--- src/rtl/product_accum_pkg.sv ---
// Shared types and default widths for the product accumulator slice.
// State encoding for the group FSM plus default product/accumulator widths.
package product_accum_pkg;

    typedef enum logic [1:0] {
        IDLE = 2'd0,
        ACC  = 2'd1,
        HOLD = 2'd2
    } state_t;

    localparam int PROD_W_DEF = 32;
    localparam int ACC_W_DEF  = 40;

endpackage

--- src/rtl/product_accumulator_if.sv ---
// Product stream in / group result out handshake bundle.
// master: product source + result consumer; slave: the accumulator.
interface product_accumulator_if #(
    parameter int PROD_W    = product_accum_pkg::PROD_W_DEF,
    parameter int ACC_W     = product_accum_pkg::ACC_W_DEF,
    parameter int NUM_TERMS = 16
);
    localparam int CNT_W = $clog2(NUM_TERMS + 1);

    logic              in_valid;
    logic              in_ready;
    logic [PROD_W-1:0] in_prod;
    logic              in_last;
    logic              out_valid;
    logic              out_ready;
    logic [ACC_W-1:0]  out_acc;
    logic [CNT_W-1:0]  out_count;
    logic              out_ovf;

    modport master (
        output in_valid, in_prod, in_last, out_ready,
        input  in_ready, out_valid, out_acc, out_count, out_ovf
    );

    modport slave (
        input  in_valid, in_prod, in_last, out_ready,
        output in_ready, out_valid, out_acc, out_count, out_ovf
    );

endinterface

--- src/rtl/product_accum_add.sv ---
// Combinational ACC_W adder with carry out; i_a/i_b in, o_sum/o_carry out.
// With PRODUCT_ACCUMULATOR_SATURATE_EN the sum clamps to all-ones on carry.
module product_accum_add
    import product_accum_pkg::*;
#(
    parameter int ACC_W = ACC_W_DEF
) (
    input  logic [ACC_W-1:0] i_a,
    input  logic [ACC_W-1:0] i_b,
    output logic [ACC_W-1:0] o_sum,
    output logic             o_carry
);
    logic [ACC_W:0] w_full;

    always_comb begin
        w_full  = {1'b0, i_a} + {1'b0, i_b};
        o_carry = w_full[ACC_W];
`ifdef PRODUCT_ACCUMULATOR_SATURATE_EN
        // Once clamped, any further nonzero term carries again, so the
        // accumulator stays pinned for the rest of the group.
        o_sum = w_full[ACC_W] ? '1 : w_full[ACC_W-1:0];
`else
        o_sum = w_full[ACC_W-1:0];
`endif
    end

endmodule

--- src/rtl/product_accumulator.sv ---
// Sums groups of up to NUM_TERMS unsigned products; registered result out.
// Ports: clk, rst_n (async low), clr (sync), bus (slave: in_*/out_*).
// Optional macro PRODUCT_ACCUMULATOR_SATURATE_EN: clamp instead of wrap.
module product_accumulator
    import product_accum_pkg::*;
#(
    parameter int PROD_W    = PROD_W_DEF,
    parameter int ACC_W     = ACC_W_DEF,
    parameter int NUM_TERMS = 16
) (
    input  logic                  clk,
    input  logic                  rst_n,
    input  logic                  clr,
    product_accumulator_if.slave  bus
);
    localparam int CNT_W = $clog2(NUM_TERMS + 1);

    state_t           r_state;
    state_t           w_next;
    logic [ACC_W-1:0] r_acc;
    logic [ACC_W-1:0] w_acc;
    logic [CNT_W-1:0] r_cnt;
    logic [CNT_W-1:0] w_cnt;
    logic [CNT_W-1:0] w_cnt_inc;
    logic             r_ovf;
    logic             w_ovf;
    logic             w_in_ready;
    logic             w_xfer;
    logic [ACC_W-1:0] w_prod;
    logic [ACC_W-1:0] w_sum;
    logic             w_carry;

    assign w_prod    = ACC_W'(bus.in_prod);
    assign w_cnt_inc = r_cnt + CNT_W'(1);

    product_accum_add #(
        .ACC_W (ACC_W)
    ) u_add (
        .i_a     (r_acc),
        .i_b     (w_prod),
        .o_sum   (w_sum),
        .o_carry (w_carry)
    );

    always_comb begin
        w_next     = r_state;
        w_acc      = r_acc;
        w_cnt      = r_cnt;
        w_ovf      = r_ovf;
        w_in_ready = (r_state != HOLD);
        w_xfer     = bus.in_valid && w_in_ready;

        unique case (r_state)
            IDLE: begin
                if (w_xfer) begin
                    w_acc  = w_prod;
                    w_cnt  = CNT_W'(1);
                    w_ovf  = 1'b0;
                    w_next = (bus.in_last || NUM_TERMS == 1) ? HOLD : ACC;
                end
            end
            ACC: begin
                if (w_xfer) begin
                    w_acc  = w_sum;
                    w_cnt  = w_cnt_inc;
                    w_ovf  = r_ovf | w_carry;
                    w_next = (bus.in_last ||
                              w_cnt_inc == CNT_W'(NUM_TERMS)) ? HOLD : ACC;
                end
            end
            HOLD: begin
                if (bus.out_ready) begin
                    w_next = IDLE;
                end
            end
            default: begin
                w_next = IDLE;
            end
        endcase

        // Clear discards the group, including a coincident input transfer.
        if (clr) begin
            w_next = IDLE;
            w_acc  = '0;
            w_cnt  = '0;
            w_ovf  = 1'b0;
        end
    end

    always_ff @(posedge clk or negedge rst_n) begin
        if (!rst_n) begin
            r_state <= IDLE;
            r_acc   <= '0;
            r_cnt   <= '0;
            r_ovf   <= 1'b0;
        end else begin
            r_state <= w_next;
            r_acc   <= w_acc;
            r_cnt   <= w_cnt;
            r_ovf   <= w_ovf;
        end
    end

    assign bus.in_ready  = w_in_ready;
    assign bus.out_valid = (r_state == HOLD);
    assign bus.out_acc   = r_acc;
    assign bus.out_count = r_cnt;
    assign bus.out_ovf   = r_ovf;

endmodule
--- src/flat_wrapper.sv ---
// flat-port wrapper written by rule: the top's interface ports become plain ports
module product_accumulator_flat import product_accum_pkg::*;
#(
    parameter int PROD_W    = PROD_W_DEF,
    parameter int ACC_W     = ACC_W_DEF,
    parameter int NUM_TERMS = 16
)
  (clk, rst_n, clr, bus_in_valid, bus_in_prod, bus_in_last, bus_out_ready, bus_in_ready, bus_out_valid, bus_out_acc, bus_out_count, bus_out_ovf);
  product_accumulator_if #(.PROD_W(PROD_W), .ACC_W(ACC_W), .NUM_TERMS(NUM_TERMS)) bus_i ();
  input  logic clk;
  input  logic rst_n;
  input  logic clr;
  input wire logic [$bits(bus_i.in_valid)-1:0] bus_in_valid;
  input wire logic [$bits(bus_i.in_prod)-1:0] bus_in_prod;
  input wire logic [$bits(bus_i.in_last)-1:0] bus_in_last;
  input wire logic [$bits(bus_i.out_ready)-1:0] bus_out_ready;
  output wire logic [$bits(bus_i.in_ready)-1:0] bus_in_ready;
  output wire logic [$bits(bus_i.out_valid)-1:0] bus_out_valid;
  output wire logic [$bits(bus_i.out_acc)-1:0] bus_out_acc;
  output wire logic [$bits(bus_i.out_count)-1:0] bus_out_count;
  output wire logic [$bits(bus_i.out_ovf)-1:0] bus_out_ovf;
  assign bus_i.in_valid = bus_in_valid;
  assign bus_i.in_prod = bus_in_prod;
  assign bus_i.in_last = bus_in_last;
  assign bus_i.out_ready = bus_out_ready;
  assign bus_in_ready = bus_i.in_ready;
  assign bus_out_valid = bus_i.out_valid;
  assign bus_out_acc = bus_i.out_acc;
  assign bus_out_count = bus_i.out_count;
  assign bus_out_ovf = bus_i.out_ovf;
  product_accumulator #(.PROD_W(PROD_W), .ACC_W(ACC_W), .NUM_TERMS(NUM_TERMS)) u_core (.clk(clk), .rst_n(rst_n), .clr(clr), .bus(bus_i));
endmodule
--- config.mk ---
export PLATFORM = sky130hd
export DESIGN_NAME = product_accumulator_flat
export DESIGN_NICKNAME = d
export VERILOG_FILES = /design/src/rtl/product_accum_pkg.sv /design/src/rtl/product_accumulator_if.sv /design/src/rtl/product_accum_add.sv /design/src/rtl/product_accumulator.sv /design/src/flat_wrapper.sv
export SDC_FILE = /design/constraint.sdc
export NUM_CORES = 1
export LEC_CHECK = 0
export BUFFER_PORTS_ARGS = -buffer_cell sky130_fd_sc_hd__buf_2
export CORE_UTILIZATION = 40
export DETAILED_ROUTE_END_ITERATION = 6
export PLACE_DENSITY_LB_ADDON = 0.05
export SLEW_MARGIN = 20
export SYNTH_ARGS = -nofsm -noshare
export SYNTH_HDL_FRONTEND = slang
export SYNTH_SLANG_ARGS = --single-unit
--- constraint.sdc ---
create_clock -name clk -period 3.5 [get_ports clk]
set_input_delay 0.175 -clock clk [delete_from_list [all_inputs] [get_ports clk]]
set_output_delay 0.175 -clock clk [all_outputs]
set_load 0.03 [all_outputs]
## Yosys cells after proc, flatten, opt, wreduce, memory -nomap -nowiden

Index checks and enable logic that the tools add are counted.

| operators by class | value |
|---|---|
| eq/ne operators | 7 |
| bitwise gates (word level) | 1 |
| mux-type cells | 19 |
| reduce and logical (&&, ||, !) cells | 6 |
| $add $sub $neg | 2 |

Operators by type and width:

| cell | number |
|---|---|
| $mux 40 | 3 |
| $pmux 40 s2 | 1 |
| $add 40x32->41 | 1 |
| $mux 5 | 3 |
| $mux 2 | 6 |
| $pmux 5 s2 | 1 |
| $ne 3x2->1 const B | 2 |
| $pmux 2 s3 | 1 |
| $reduce_and 3->1 | 2 |
| $add 5x1->5 const B | 1 |
| $eq 5x5->1 const B | 1 |
| $mux 1 | 3 |
| $ne 3x3->1 const B | 1 |
| $reduce_bool 3->1 | 1 |
| $eq 2x1->1 const B | 1 |
| $eq 2x2->1 const B | 1 |
| $logic_not 2->1 | 1 |
| $ne 2x2->1 const B | 1 |
| $pmux 1 s2 | 1 |
| $logic_and 1x1->1 | 1 |
| $logic_or 1x1->1 | 1 |
| $or 1x1->1 | 1 |

| storage, ports and cells | value |
|---|---|
| bits of input ports | 38 |
| output and inout port bits | 48 |
| register bits after elaboration | 48 |
| word-level logic and storage cells | 39 |

## Depth between registers and ports, before layout

Gate-level depths: netlist (run 1).

| depth | value |
|---|---|
| depth after elaboration | 7 |
| depth in mapped cells | 11 |

## Modules after synthesis

Synthesis (run 1) repeated with hierarchy kept, for this count alone.

| unflattened totals | value |
|---|---|
| cell total of the unflattened synthesis | 478 |
| area, all modules | 4446.8 um2 |

Modules (own cells, without submodules):

| module | cells an instance | area an instance (um2) | instances |
|---|---|---|---|
| product_accumulator | 170 | 2232.1 | 1 |
| product_accum_add | 308 | 2214.6 | 1 |

## Worst setup path after synthesis (run 1)

No wires, ideal clock.

| path | value |
|---|---|
| kind | reg-to-reg |
| from | register u_core.r_acc[0] (netlist: u_core.bus.out_acc[0]) |
| to | register u_core.r_acc[34] (netlist: u_core.bus.out_acc[34]) |
| clock period less this slack | 2.863 ns |
| arrival | 2.794 ns |
| stages on the path, launching flop included | 12 |
| slack | 0.637 ns |
| data required time | 3.431 ns |
| cells stage by stage | dfrtp_1 ha_1 inv_1 fa_1 and2b_1 o21bai_4 a21oi_4 a2111oi_4 o311ai_4 nand2_4 or4_1 nand3_1 |

| between the ends | value |
|---|---|
| word-level cells in the longest chain between the ends | 4 |

Ends and longest elaborated chain:

| element | RTL line | RTL |
|---|---|---|
| start: declaration | product_accumulator.sv:20 | `logic [ACC_W-1:0] r_acc;` |
| start signal: assignment | product_accumulator.sv:98 | `r_acc <= w_acc;` |
| $add 40x32->41 | product_accum_add.sv:16 | `w_full = {1'b0, i_a} + {1'b0, i_b};` |
| $mux 40 | product_accumulator.sv:63 | `if (w_xfer) begin` |
| $pmux 40 s2 | product_accumulator.sv:53 | `unique case (r_state)` |
| $mux 40 | product_accumulator.sv:82 | `if (clr) begin` |

Every way passes these cells. The select of a mux whose other input is x is not followed.
A chain may end at the register's enable or synchronous reset.

## Worst setup path after layout (run 1)

Ends and elaborated chain as after synthesis.

==> results of run 1 <==
-- placed cells by master (no fill, tap or decap), types with 4 or more instances in the layout --
master / instances
nand2_1: 46
nor3_1: 7
buf_4: 5
a21o_1: 16
o21ai_1: 5
xor2_1: 11
dfrtp_1: 48
nand2b_1: 6
nor2b_1: 4
a22o_1: 11
xnor2_1: 15
nand4_1: 7
and2_1: 4
a22oi_1: 17
nand3_1: 8
ha_1: 33
o21ai_0: 53
inv_1: 11
a21oi_1: 37
mux2i_1: 4
and3_1: 7
nor2_1: 26
o211ai_1: 4
clkbuf_8: 6
buf_2: 85
or2_2: 4
-- layer usage --
| metal | track usage | wire [µm] | vias to the layer above |
|---|---|---|---|
| li1 | - | - | 1893 |
| met1 | 0.3078 | 5414 | 1798 |
| met2 | 0.3229 | 4547 | 81 |
| met3 | 0.02899 | 366 | 9 |
| met4 | 0.04794 | 116 | 0 |
| met5 | 0 | 0 | - |
-- state kept, by name (all words and copies together), names as in the netlist --
signal                flops
u_core.bus.out_acc       40
u_core.bus.out_count      5
u_core.bus.out_ovf        1
u_core.r_state            2
-- worst max-delay path, stage by stage (launching register included) --
cell and delay, ns:
dfrtp_1 0.38, ha_1 0.19, inv_1 0.06, fa_1 0.38
and2b_1 0.28, o21bai_4 0.09, a21oi_4 0.22, a2111oi_4 0.14
o311ai_4 0.42, nand2_4 0.11, or4_1 0.52, nand3_1 0.08
-- kinds of logic (layout without fill, tap and decap cells) --
logic type,Yosys count,count (layout),synth area share
simple gates,132,132,0.1650
compound gates,186,186,0.3259
flops,48,48,0.3052
buf+inv,27,110,0.02575
fa+ha+maj,34,34,0.1100
mux,4,4,0.01018
xor+xnor,26,26,0.05787
-- power by group --
part	total, mW	switching (mW)	internal (mW)	leakage (nW)
sequential	0.620	0.0317	0.589	0.649
combinational	0.645	0.402	0.243	1.59
clock	0.446	0.212	0.234	0.0614
-- path summary, 6_finish.rpt --
| path | start | endpoint | slack, ns | cells after the start |
|---|---|---|---|---|
| hold / removal | bus_out_ready | u_core.r_state[1] | 0.05 | 2 |
| max in group asynchronous | rst_n | u_core.bus.out_acc[29] | 2.40 | 3 |
| setup / recovery | u_core.bus.out_acc[0] | u_core.bus.out_acc[34] | 0.57 | 11 |
| setup reg to reg | u_core.bus.out_acc[0] | u_core.bus.out_acc[34] | 0.57 | 11 |
| hold reg to reg | u_core.bus.out_ovf | u_core.bus.out_ovf | 0.52 | 2 |
| min in group asynchronous | rst_n | u_core.bus.out_acc[5] | 0.33 | 2 |
-- synthesized netlist by cell type (3+ instances only) --
cell and instances:
or3_1 3, xor2_1 11, nor3_1 7, inv_1 11, dfrtp_1 48, or2_2 4
a21o_1 16, and2_1 4, nand3_1 8, mux2i_1 4, ha_1 33, o211ai_1 4
buf_1 4, xnor2_1 15, o31ai_1 3, nand2b_1 6, nand2_1 46, nor2b_1 4
a21oi_1 38, and3_1 7, clkbuf_1 12, nor2_1 26, a41oi_1 3, nand4_1 7
a22o_1 11, o21ai_1 5, a22oi_1 17, o21ai_0 53
-- cell type report --
| cell class | instances | area, µm² |
|---|---|---|
| clock inverters | 2 | 38.79 |
| fillers | 960 | 4730 |
| inverters | 11 | 41.29 |
| flip-flops and latches | 48 | 1201 |
| multi-input cells | 382 | 2644 |
| well taps | 129 | 161.4 |
| repair buffers | 91 | 473.0 |
| clock buffers | 6 | 82.58 |
-- repair_timing --
action,in CTS,in global routing
endpoints found under the setup margin,0,0
buffers inserted,0,0
endpoints found under the hold margin,16,0
hold buffers,1,0
-- through the flow --
stage / power (mW) / hold slack, ns / cell area (µm²) / cells / util
after global routing: 1.824 / 0.04311 / 4642 / 669 / 0.4953
after detailed placement: 1.272 / 0.1303 / 4511 / 660 / 0.4813
final: 1.711 / 0.04689 / 4642 / 669 / 0.4953
after global placement: 1.268 / 0.1285 / 4511 / 660 / 0.4813
after CTS: 1.731 / 0.03691 / 4642 / 669 / 0.4953
after floorplan: 1.094 / -0.1206 / 3935 / 457 / -
==> impl_metrics.csv, run 1 <==
group,metric,value,unit
timing,worst_pin_slew,0.8993,ns
timing,fmax,341.7,MHz
synthesis,synth.top_cell.area_share,0.3052,
synthesis,yosys_warnings,0,
power_and_ir_drop,leakagePower,2.303,nW
worst_setup_path,cp_max_fo,6,
timing,slew_violations,0,
drt,ant_nets,0,
die,rows,35,
timing,worst_slack,0.5731,ns
synthesis,synth_ff_type,"dfrtp_1",
synthesis,ys_top_cells_by_area,"dfrtp_1 31%, ha_1 10%, o21ai_0 6.7%",
synthesis,syn-num-nets,529,
synthesis,syn_area,3935,µm²
drt,first_pass_iters,7,
die,die_height,101.2,µm
placement,gp_congestion,0.8651,
drt,vias,3781,
cells_and_area,diodes,0,
job,max_cap_violations,0,
drt,drt-total-wl,10.44,mm
power_and_ir_drop,power.density,368.7,nW/µm²
run_status,status,"finished clean",
drt,wl_per_cell,15.61,µm
power_and_ir_drop,vdd_ir_drop_max,168.1,µV
clocking,numClockSinks,48,
cells_and_area,drive_gt1_frac,0.2167,
synthesis,ys_types,65,
synthesis,netlist_instances,457,
die,initial_core_util,0.4199,
timing,skew,0.004256,ns
clocking,htreeDepth,2,
synthesis,ys_seq_area_frac,0.3052,
timing,min_period,2.927,ns
die,io_pins,86,
timing,finalHoldViolations,0,
die,coreArea,9371,µm²
global_route,grt_pass1_wl,17.08,mm
worst_setup_path,worstSetupPathType,"register to register",
die,dieArea,10240,µm²
clocking,cts_tree,"built",
worst_setup_path,cp.required,3.75,ns
timing,rsz0062_at_grt,"no",
drt,drcViolationCount,0,
worst_setup_path,start_kind,"register",
synthesis,synthArstFlopShare,1.000,
clocking,clk_pin_slew,0.10,ns
die,die-width,101.2,µm
placement,dpl.hpwl,7.867,mm
worst_hold_path,hp-class,"input port to register",
timing,tns,0,ns
clocking,cts_buffer_depth,2,
drt,viasPerCell,5.652,
placement,port_buffers,85,
global_route,grt_max_degree,48,
global_route,antenna_found_initial,0,
timing,post-route-period-util,0.8363,
synthesis,ys_ff_latch,48,
clocking,cts_root_buf,"clkbuf_8",
global_route,grt.total_usage,0.2088,
timing,relSlewSlack,0.4005,
worst_setup_path,arrival,3.18,ns
clocking,cts_resized,0,
worst_setup_path,critPathCaptureType,"register",
timing,final-setup-viol-count,0,
synthesis,synth_area_per_cell,8.611,µm²
cells_and_area,nets,611,
global_route,grt_pass1_vias,3454,
cells_and_area,area_growth,17.96,%
drt,first_iter_violations,132,
synthesis,yosysTopAreaCell,"dfrtp_1",
clocking,cts-buffers-inserted,5,
clocking,clk_latency,0.31,ns
synthesis,synth_edf_count,0,
placement,pre_cts_slack,0.5995,ns
global_route,overflow,0,
(Power assumes the default switching activity.)
==> run 2, diff against run 1 <==
clock period = 3 ns   (was 3.5 ns; I/O delays follow)
==> run 2 against run 1 <==
Effect of this change:
- register-to-register slack lost 0.40 ns
- global-route usage up 1.0 points
- hold slack worse by 0.020 ns
==> impl_metrics.csv, run 2 (same netlist as run 1, synthesis figures left out) <==
group,metric,value,unit
run_status,status,"finished clean",
job,max_cap_violations,0,
global_route,grt.total_usage,0.2192,
cells_and_area,layout_common_cells,"85 x buf_2, 53 x o21ai_0, 48 x dfrtp_1, 46 x nand2_1, 36 x a21oi_1",
power_and_ir_drop,vdd_ir_drop_max,191.4,µV
timing,fmax,354.0,MHz
timing,relSlewSlack,0.4653,
die,die-width,101.2,µm
drt,first_iter_violations,136,
worst_setup_path,cp_cell_sequence,"ha_1, inv_1, fa_1, and2b_2, o21bai_4, a21oi_4, a2111oi_4, o311ai_4, nand2_4, or4_1, nand3_1",
clocking,cts_root_buf,"clkbuf_8",
cells_and_area,final_common_cell,"buf_2",
clocking,cts-buffers-inserted,5,
cells_and_area,fillerInstances,941,
clocking,htreeDepth,2,
worst_setup_path,reg2reg_depth,11,
cells_and_area,nets,617,
placement,dpl.hpwl,7.959,mm
drt,vias,3768,
die,die_height,101.2,µm
timing,rsz0062_at_grt,"no",
timing,tns,0,ns
timing,post-route-period-util,0.9417,
worst_hold_path,worstHoldPathCells,2,
placement,gp_congestion,0.8638,
cells_and_area,drive_gt1_frac,0.2271,
die,io_pins,86,
drt,drcViolationCount,0,
drt,ant_nets,0,
worst_setup_path,critPathSlowestCell,"or4_1",
timing,whs,0.02688,ns
worst_hold_path,worst_hold_path.endpoint,"u_core.r_state[1]",
global_route,antenna_found_initial,0,
worst_setup_path,arrival,3.07,ns
timing,slew_violations,0,
worst_setup_path,cp_max_fo,6,
clocking,clk_pin_slew,0.10,ns
worst_setup_path,reg2reg_from,"u_core.bus.out_acc[0]",
worst_setup_path,critPathCaptureType,"register",
timing,skew,0.007099,ns
cells_and_area,diodes,0,
power_and_ir_drop,total_power,1.971,mW
global_route,grt_pass1_vias,3653,
worst_hold_path,hp-class,"input port to register",
cells_and_area,largest_reg_flops,40,
die,rows,35,
die,initial_core_util,0.4199,
drt,wl_per_cell,15.69,µm
clocking,cts_buffer_depth,2,
worst_setup_path,worstSetupPathType,"register to register",
global_route,grt_max_degree,48,
worst_hold_path,hp-start,"bus_out_ready",
clocking,cts_tree,"built",
worst_setup_path,rrSetupSlack,0.18,ns
clocking,clk_latency,0.30,ns
worst_setup_path,crit_path_max_incr_delay,0.52,ns
worst_setup_path,start_kind,"register",
die,coreArea,9371,µm²
power_and_ir_drop,power.density,421.4,nW/µm²
clocking,numClockSinks,48,
worst_setup_path,cp.required,3.24,ns
drt,drt-total-wl,10.59,mm
drt,viasPerCell,5.582,
timing,finalHoldViolations,0,
timing,final-setup-viol-count,0,
timing,worst_pin_slew,0.8020,ns
die,dieArea,10240,µm²
worst_setup_path,worstReg2RegEnd,"u_core.bus.out_acc[34]",
cells_and_area,area_growth,18.89,%
drt,first_pass_iters,4,
power_and_ir_drop,leakagePower,2.325,nW
timing,min_period,2.825,ns
global_route,overflow,0,
global_route,grt_pass1_wl,17.91,mm
placement,port_buffers,85,
-- run 2: cell types whose count changed in the layout (fill, tap and decap cells not counted), sizes merged --
cell,previous run,this run
buf,90,96
-- run 2: layout make-up --
class | instances | area, µm² | share of cell area
clock buffer | 6 | 72.57 | 0.01551
clock inverter | 2 | 35.03 | 0.007489
inverter | 11 | 41.29 | 0.008826
multi-input combinational | 382 | 2649 | 0.5662
sequential | 48 | 1201 | 0.2568
tap | 129 | 161.4 | 0.03450
timing repair buffer | 97 | 518.0 | 0.1107
-- run 2: worst max-delay path by stage --
| stage | start | to | slack, ns | cells past startpoint |
|---|---|---|---|---|
| final | u_core.bus.out_acc[0] | u_core.bus.out_acc[34] | 0.18 | 11 |
| after global routing | u_core.bus.out_acc[5] | u_core.bus.out_acc[37] | 0.02 | 9 |
| after CTS | u_core.bus.out_acc[0] | u_core.bus.out_acc[34] | 0.07 | 11 |
| after detailed placement | u_core.bus.out_acc[0] | u_core.bus.out_acc[34] | 0.11 | 11 |
| after global placement | u_core.bus.out_acc[0] | u_core.bus.out_acc[34] | 0.20 | 11 |
| after floorplan | u_core.bus.out_acc[0] | u_core.bus.out_acc[34] | 0.14 | 11 |
-- run 2: layer usage --
metal  GRT usage  wire (µm)  share of wire
met5           0          0              0
met4     0.04125         54         0.0051
met3     0.02899        444          0.042
met2      0.3632       4880           0.46
met1      0.3077       5214           0.49
-- run 2: per-stage QoR --
| step | worst slack [ns] | util | cells | area [µm²] |
|---|---|---|---|---|
| 4_1_cts | 0.07302 | 0.4987 | 675 | 4673 |
| 5_1_grt | 0.01991 | 0.4992 | 675 | 4678 |
| 6_report | 0.1750 | 0.4992 | 675 | 4678 |
| 3_3_place_gp | 0.2032 | 0.4861 | 666 | 4556 |
| 2_1_floorplan | 0.1369 | - | 457 | 3935 |
| 3_5_place_dp | 0.1117 | 0.4861 | 666 | 4556 |
-- run 2: power breakdown --
group / switching, mW / total (mW) / internal [mW] / leakage, nW
clock: 0.235 / 0.483 / 0.248 / 0.0552
sequential: 0.0375 / 0.724 / 0.687 / 0.649
combinational: 0.470 / 0.764 / 0.294 / 1.62
total: 0.742 / 1.97 / 1.23 / 2.33
-- run 2: critical path, delay by kind of cell, from the launching register on --
family,cells,cell delay [ns]
DFF,1,0.38
adders and majority gates,2,0.55
buffers and inverters,1,0.05
and+or+nand+nor,4,0.98
AOI/OAI and AO/OA,4,0.79
-- run 2: timing repair --
action,4_1_cts,5_1_grt
resized for setup,0,2
hold endpoints to repair,32,0
hold buffers,1,0
endpoints found under the setup margin,0,3
setup buffers,0,0
